`src/rtl/pc_pkg.sv`:
```
// Shared types and constants for the program-counter / run-control stage.
//   PC_W        : default PC / branch-target width
//   run_state_t : run-control FSM state encoding
//   pc_t        : PC-sized vector type
package pc_pkg;

  localparam int PC_W = 10;

  typedef enum logic [1:0] {
    IDLE = 2'd0,
    RUN  = 2'd1,
    HALT = 2'd2
  } run_state_t;

  typedef logic [PC_W-1:0] pc_t;

endpackage

```
`src/rtl/pc_next_calc.sv`:
```
// Combinational next-PC selection for the RUN state.
//   i_pc     : current PC
//   i_target : branch target (absolute) or two's-complement offset (relative)
//   i_br_abs : absolute branch request
//   i_br_rel : relative branch request
//   i_taken  : branch condition, qualifies both branch requests
//   o_pc_nxt : selected next PC
module pc_next_calc #(
  parameter int D = 10
) (
  input  logic [D-1:0] i_pc,
  input  logic [D-1:0] i_target,
  input  logic         i_br_abs,
  input  logic         i_br_rel,
  input  logic         i_taken,
  output logic [D-1:0] o_pc_nxt
);

  logic [D-1:0] w_pc_inc;
  logic [D-1:0] w_pc_rel;

  // Both sums are modulo 2**D: D-bit addition wraps naturally, and a
  // two's-complement offset added in D bits gives the signed result.
  assign w_pc_inc = i_pc + D'(1);
  assign w_pc_rel = i_pc + i_target;

  always_comb begin
    o_pc_nxt = w_pc_inc;
    if (i_taken && i_br_abs)      o_pc_nxt = i_target;   // absolute wins over relative
    else if (i_taken && i_br_rel) o_pc_nxt = w_pc_rel;
  end

endmodule

```
`src/rtl/prog_ctr_fsm.sv`:
```
// Program counter and start/halt run control.
//   Clk      : clock, rising edge
//   Reset    : synchronous active-high reset
//   Start    : begin execution at PC 0 (honoured in IDLE / HALT)
//   Stall    : freeze PC, counter and state while running
//   BrAbs    : absolute branch request
//   BrRel    : relative branch request
//   Taken    : branch condition
//   Target   : branch target / signed offset
//   HaltReq  : decoded halt instruction
//   ProgCtr  : current PC (instruction ROM address)
//   Running  : high in RUN
//   Done     : high in HALT
//   InstCnt  : instructions retired since the last Start (saturating)
module prog_ctr_fsm
  import pc_pkg::*;
#(
  parameter int D  = PC_W,
  parameter int CW = 16
) (
  input  logic          Clk,
  input  logic          Reset,
  input  logic          Start,
  input  logic          Stall,
  input  logic          BrAbs,
  input  logic          BrRel,
  input  logic          Taken,
  input  logic [D-1:0]  Target,
  input  logic          HaltReq,
  output logic [D-1:0]  ProgCtr,
  output logic          Running,
  output logic          Done,
  output logic [CW-1:0] InstCnt
);

  run_state_t    r_state, w_state_nxt;
  logic [D-1:0]  r_pc, w_pc_nxt, w_pc_calc;
  logic [CW-1:0] r_cnt, w_cnt_nxt, w_cnt_inc;

  pc_next_calc #(.D(D)) u_next (
    .i_pc     (r_pc),
    .i_target (Target),
    .i_br_abs (BrAbs),
    .i_br_rel (BrRel),
    .i_taken  (Taken),
    .o_pc_nxt (w_pc_calc)
  );

  // Retired-instruction count sticks at all-ones instead of wrapping.
  assign w_cnt_inc = (r_cnt == '1) ? r_cnt : r_cnt + CW'(1);

  always_ff @(posedge Clk) begin
    if (Reset) begin
      r_state <= IDLE;
      r_pc    <= '0;
      r_cnt   <= '0;
    end else begin
      r_state <= w_state_nxt;
      r_pc    <= w_pc_nxt;
      r_cnt   <= w_cnt_nxt;
    end
  end

  always_comb begin
    w_state_nxt = r_state;
    w_pc_nxt    = r_pc;
    w_cnt_nxt   = r_cnt;
    unique case (r_state)
      IDLE, HALT: begin
        if (Start) begin
          w_state_nxt = RUN;
          w_pc_nxt    = '0;
          w_cnt_nxt   = '0;
        end
      end
      RUN: begin
        // A stalled cycle retires nothing, so halt and branches wait too.
        if (!Stall) begin
          w_cnt_nxt = w_cnt_inc;
          if (HaltReq) w_state_nxt = HALT;   // halt instruction retires, PC holds
          else         w_pc_nxt    = w_pc_calc;
        end
      end
      default: w_state_nxt = IDLE;
    endcase
  end

  assign ProgCtr = r_pc;
  assign InstCnt = r_cnt;
  assign Running = (r_state == RUN);
  assign Done    = (r_state == HALT);

endmodule

```
`config.mk`:
```
export PLATFORM = sky130hd
export DESIGN_NAME = prog_ctr_fsm
export DESIGN_NICKNAME = d
export VERILOG_FILES = /design/src/rtl/pc_pkg.sv /design/src/rtl/pc_next_calc.sv /design/src/rtl/prog_ctr_fsm.sv
export SDC_FILE = /design/constraint.sdc
export NUM_CORES = 1
export LEC_CHECK = 0
export BUFFER_PORTS_ARGS = -buffer_cell sky130_fd_sc_hd__buf_4
export CELL_PAD_IN_SITES_DETAIL_PLACEMENT = 0
export CELL_PAD_IN_SITES_GLOBAL_PLACEMENT = 2
export CORE_MARGIN = 8
export CORE_UTILIZATION = 30
export CTS_BUF_LIST = sky130_fd_sc_hd__clkbuf_8
export CTS_CLUSTER_SIZE = 12
export DETAILED_ROUTE_END_ITERATION = 10
export PLACE_DENSITY = 0.8
export SLEW_MARGIN = 20
export SYNTH_ARGS = -nofsm -noshare
export SYNTH_HDL_FRONTEND = slang
export SYNTH_SLANG_ARGS = --single-unit
export TNS_END_PERCENT = 1
```
`constraint.sdc`:
```
create_clock -name Clk -period 3.1 [get_ports Clk]
set_input_delay 0.31 -clock Clk [delete_from_list [all_inputs] [get_ports Clk]]
set_output_delay 0.31 -clock Clk [all_outputs]
set_load 0.1 [all_outputs]
```
-- Yosys cells after proc, flatten, opt, wreduce, memory -nomap -nowiden
Cells that the tools add are included.
- reductions and logical operators: 8
- mux-type cells: 14
- eq/ne operators: 8
- add/sub/neg operators: 3
- operator list (cell ; number):
    2-to-1 mux 10 bit ; 5
    2-to-1 mux 16 bit ; 3
    one-hot mux 16 bit (2 select lines) ; 1
    one-hot mux 10 bit (2 select lines) ; 1
    adder 16 x 1 -> 16 bit (second input constant) ; 1
    equality test 16 bit (second input constant) ; 1
    adder 10 x 1 -> 10 bit (second input constant) ; 1
    adder 10 bit ; 1
    != test 2 bit (second input constant) ; 5
    AND reduction 4 bit ; 2
    2-to-1 mux 2 bit ; 3
    one-hot mux 2 bit (2 select lines) ; 1
    AND reduction 3 bit ; 1
    equality test 2 x 1 -> 1 bit (second input constant) ; 1
    equality test 2 bit (second input constant) ; 1
    logical AND 1 bit ; 2
    zero test 2 bit ; 1
    nonzero test 2 bit ; 1
    OR reduction 2 bit ; 1
- output and inout port bits: 28
- bits of input ports: 18
- flip-flop bits (word level): 28
- word-level logic and storage cells: 36

-- Depth between registers and ports, before layout
- depth after elaboration: 6
- depth in mapped cells: 9

-- Modules after synthesis
Synthesis repeated with hierarchy kept, for this count alone.
- cells, all modules: 256
- area, all modules: 1976.9 µm²
- by module, submodules not included (module ; cells each ; instances ; area each (µm²)):
    prog_ctr_fsm ; 165 ; 1 ; 1363.8
    pc_next_calc ; 91 ; 1 ; 613.1

-- Worst setup path before layout
OpenSTA, ideal clock, no wires.
- path type: reg2reg
- from: register r_pc[1] (netlist: ProgCtr[1])
- to: register r_pc[9] (netlist: ProgCtr[9])
- stages on the path, launching flop included: 7
- required time: 3.020 ns
- period minus slack after synthesis: 2.390 ns
- buffers on the path: 0
- path slack: 0.710 ns
- arrival: 2.310 ns
- path through: dfxtp_1 -> ha_1 -> a21o_1 -> nand4_1 -> a211oi_1 -> or4_1 -> o211ai_1
- longest elaborated chain between the ends: 6
- ends and longest elaborated chain (item ; line ; RTL):
    start: declaration ; prog_ctr_fsm.sv:37 ; logic [D-1:0] r_pc, w_pc_nxt, w_pc_calc;
    start signal: assignment ; prog_ctr_fsm.sv:59 ; r_pc <= w_pc_nxt;
    adder 10 x 1 -> 10 bit or adder 10 bit (tied branches) ; pc_next_calc.sv:24, pc_next_calc.sv:25 ;
    2-to-1 mux 10 bit (*) ; pc_next_calc.sv:30 ; else if (i_taken && i_br_rel) o_pc_nxt = w_pc_rel;
    2-to-1 mux 10 bit (*) ; pc_next_calc.sv:29 ; if (i_taken && i_br_abs) o_pc_nxt = i_target;
    2-to-1 mux 10 bit (*) ; prog_ctr_fsm.sv:80 ; if (HaltReq) w_state_nxt = HALT;
    2-to-1 mux 10 bit (*) ; prog_ctr_fsm.sv:78 ; if (!Stall) begin
    one-hot mux 10 bit (2 select lines) (*) ; prog_ctr_fsm.sv:68 ; unique case (r_state)
Every way passes the cells marked *; elsewhere a longest branch is shown, timed or not. The select of a mux whose other input is x is not followed.
A chain may end at the register's enable or synchronous reset.

-- Worst setup path in the final report
- from: register r_pc[0] (netlist: ProgCtr[0])
- to: register r_pc[6] (netlist: ProgCtr[6])
The elaborated chain is that of the path after synthesis.

==> reports/metrics.cfg <==
[status]
run_status = finished clean

[die]
start_util_pct = 30.58
io_pins = 46
dieArea_um2 = 8691
die_h_um = 93.23
num_rows = 28
core-area_um2 = 5851
die_x_um = 93.23

[global_route]
first_global_vias = 1767
grt_pass1_wl_um = 8418
grt_max_degree = 17
antenna_found_initial = 0
grtUsageTotal_pct = 11.70
gr-total-overflow = 0

[sta]
fin_ws_ns = 1.160
clock_skew_ns = 0.003608
period_share_pct = 62.57
rsz0062_at_grt = false
hold_violations = 0
finalCriticalPeriod_ns = 1.940
setup_violations = 0
max_freq_mhz = 515.6
finalSetupTns_ns = 0
slew_headroom_pct = 62.46
worstMarginPinSlew_ns = 0.5619
final_max_slew_viol_count = 0

[layout]
syn_to_final_growth_pct = 27.48
multi_input_comb_area_um2 = 1191
layout-drive-gt1-share_pct = 22.48
layout.nets = 288
insertedDiodeCount = 0
instances_no_fill = 333
num-fill-cells = 618
seq_area_um2 = 560.5

[yosys]
netlist_area_um2 = 1789
synth_cell_type_count = 49
async_flop_share_pct = 0
synth-seq-cells = 28
post-synth-top-area-cell = dfxtp_1
synth_top_area_share_pct = 31.33
yosys-top-cells-area = dfxtp_1 31%, ha_1 7.0%, and3_1 5.2%
yosysWarningCount = 0
syn-num-nets = 242
synth_edf_count = 0
syn-instance-count = 213
synth_area_per_cell_um2 = 8.400
synth_flop_cell = dfxtp_1
yosysSeqAreaShare_pct = 31.33

[clock_tree]
cts_resized = 0
htree_levels = 1
numCtsBuffers = 3
clock_sink_count = 28
post_cts_buffers = 0
clockBufferDepth = 2
clock_latency_ns = 0.28
ctsRootBufferMaster = clkbuf_8
hold_buffers = 0
path_clk_slew_ns = 0.10
cts_tree = yes

[placed_design]
post-place-cells = 329
gp_congestion = 0.8339
dp_hpwl_um = 3965
io_buffer_count = 45
dp_slack_ns = 0.9359

[drt]
dr.pass1.iters = 6
viasPerCell = 5.321
wl_per_cell_um = 15.02
vias = 1772
drc = 0
detail-route-antenna-nets = 0
drt_iter0_drc = 89
finalWirelength_um = 5001

[power_and_ir_drop]
p_int_w = 0.0005801
peakVddDrop_v = 0.0002108
p_clk_share_pct = 37.3
power_density_nw_per_um2 = 348.3
leakagePower_nw = 0.9455
p_seq_share_pct = 46.5
combPwrFrac_pct = 16.2
switchingPower_w = 0.0002145
p_sw_share_pct = 26.99

[job]
max_cap_viol_count = 0

[critical_path]
cp.arrival_ns = 2.11
critPathMaxFanout = 3
worstPathRequired_ns = 3.27
critPathLaunchType = flip-flop
worstSetupPathType = reg -> reg
r2r-start = ProgCtr[0]
critical_path.startpoint = ProgCtr[0]
end_kind = flip-flop

[min_path]
hold_path.class = in -> reg
min_from = Target[3]

==> routing by layer <==
| metal | global-route usage, % | vias up | share of wire [%] |
|---|---|---|---|
| met3 | 3.285 | 4 | 4.9 |
| met1 | 14.10 | 843 | 46 |
| met4 | 2.953 | 0 | 1.2 |
| met2 | 19.86 | 34 | 48 |
| li1 | - | 891 | - |
| met5 | 0 | - | 0 |
==> state kept, by name, summed over array words and instances (netlist names) <==
register	cells
InstCnt	16
r_state	2
ProgCtr	10
==> layout by cell type, fill, tap and decap left out, types with 2 or more instances in the layout <==
cell type and count:
a211oi_1 4, a21o_1 3, a21oi_1 15, a222oi_1 2, a22oi_1 7, a31oi_1 2, a32o_1 2, and3_1 15
and4_1 2, buf_4 46, clkbuf_8 3, dfxtp_1 28, ha_1 10, inv_1 5, nand2_1 17, nand2b_1 2
nand3_1 6, nand4_1 5, nor2_1 18, nor2b_1 3, nor3_1 2, o211ai_1 8, o21a_1 3, o21ai_0 7
o22ai_1 2, or3_1 4, xnor2_1 7, xor2_1 7
==> metrics by stage <==
step | power, W | util (%) | hold WS [ns] | cell area [µm²]
floorplan | 0.0004594 | - | 0.4412 | 1789
global placement | 0.0005079 | 37.77 | 0.4907 | 2210
detailed placement | 0.0005080 | 37.77 | 0.4857 | 2210
CTS | 0.0008097 | 38.99 | 0.2860 | 2281
global route | 0.0008381 | 38.99 | 0.2968 | 2281
finish | 0.0007945 | 38.99 | 0.2904 | 2281
==> final timing paths <==
check,to,slack [ns],cells after the start
worst min-delay path,ProgCtr[3],0.29,3
worst max-delay path,ProgCtr[6],1.16,7
worst max register to register,ProgCtr[6],1.16,7
worst min register to register,ProgCtr[2],0.50,2
==> power by group through the flow <==
| stage | Combinational, W | Sequential, W | Clock [W] |
|---|---|---|---|
| 6_report | 0.000128 | 0.000370 | 0.000296 |
| 3_3_place_gp | 0.000130 | 0.000378 | 0 |
| 2_1_floorplan | 0.0000625 | 0.000397 | 0 |
| 4_1_cts | 0.000130 | 0.000370 | 0.000310 |
| 5_1_grt | 0.000140 | 0.000371 | 0.000328 |
| 3_5_place_dp | 0.000130 | 0.000378 | 0 |
==> synthesized netlist by cell type, drive strengths merged, types with 3 or more instances <==
cell type	number
nor2b	3
a22oi	7
nand2	18
o21ai	8
clkbuf	5
a21oi	15
nand4	6
ha	10
dfxtp	28
a211oi	4
o211ai	9
inv	5
nand3	6
xnor2	7
xor2	7
and3	15
nor2	18
or3	4
a21o	3
o21a	3
==> logic make-up (layout without fill, tap and decap cells) <==
logic type,Yosys count,after routing,share of synthesized area (%)
flip-flops,28,28,31.33
adder cells (fa/ha/maj),11,11,8.112
buffers and inverters,10,55,2.098
XOR/XNOR,14,14,6.853
AO/OA/AOI/OAI,61,61,23.22
AND/OR/NAND/NOR,89,89,28.39
==> worst max-delay path, cell delays in order (launching register included) <==
cell and delay (ns):
dfxtp_1 0.35, ha_1 0.23, fa_1 0.40, a21oi_1 0.25
o211ai_1 0.16, a21oi_1 0.19, xor2_1 0.16, o22ai_1 0.09
==> area by class of cell <==
cell class                      instances  share of cell area, %
Tap cell                               75                  4.114
Clock inverter                          1                  1.317
Sequential cell                        28                  24.57
Timing Repair Buffer                   46                  15.14
Multi-Input combinational cell        175                  52.22
Inverter                                5                 0.8228
Clock buffer                            3                  1.810
Power figures use the tool's default switching activity.
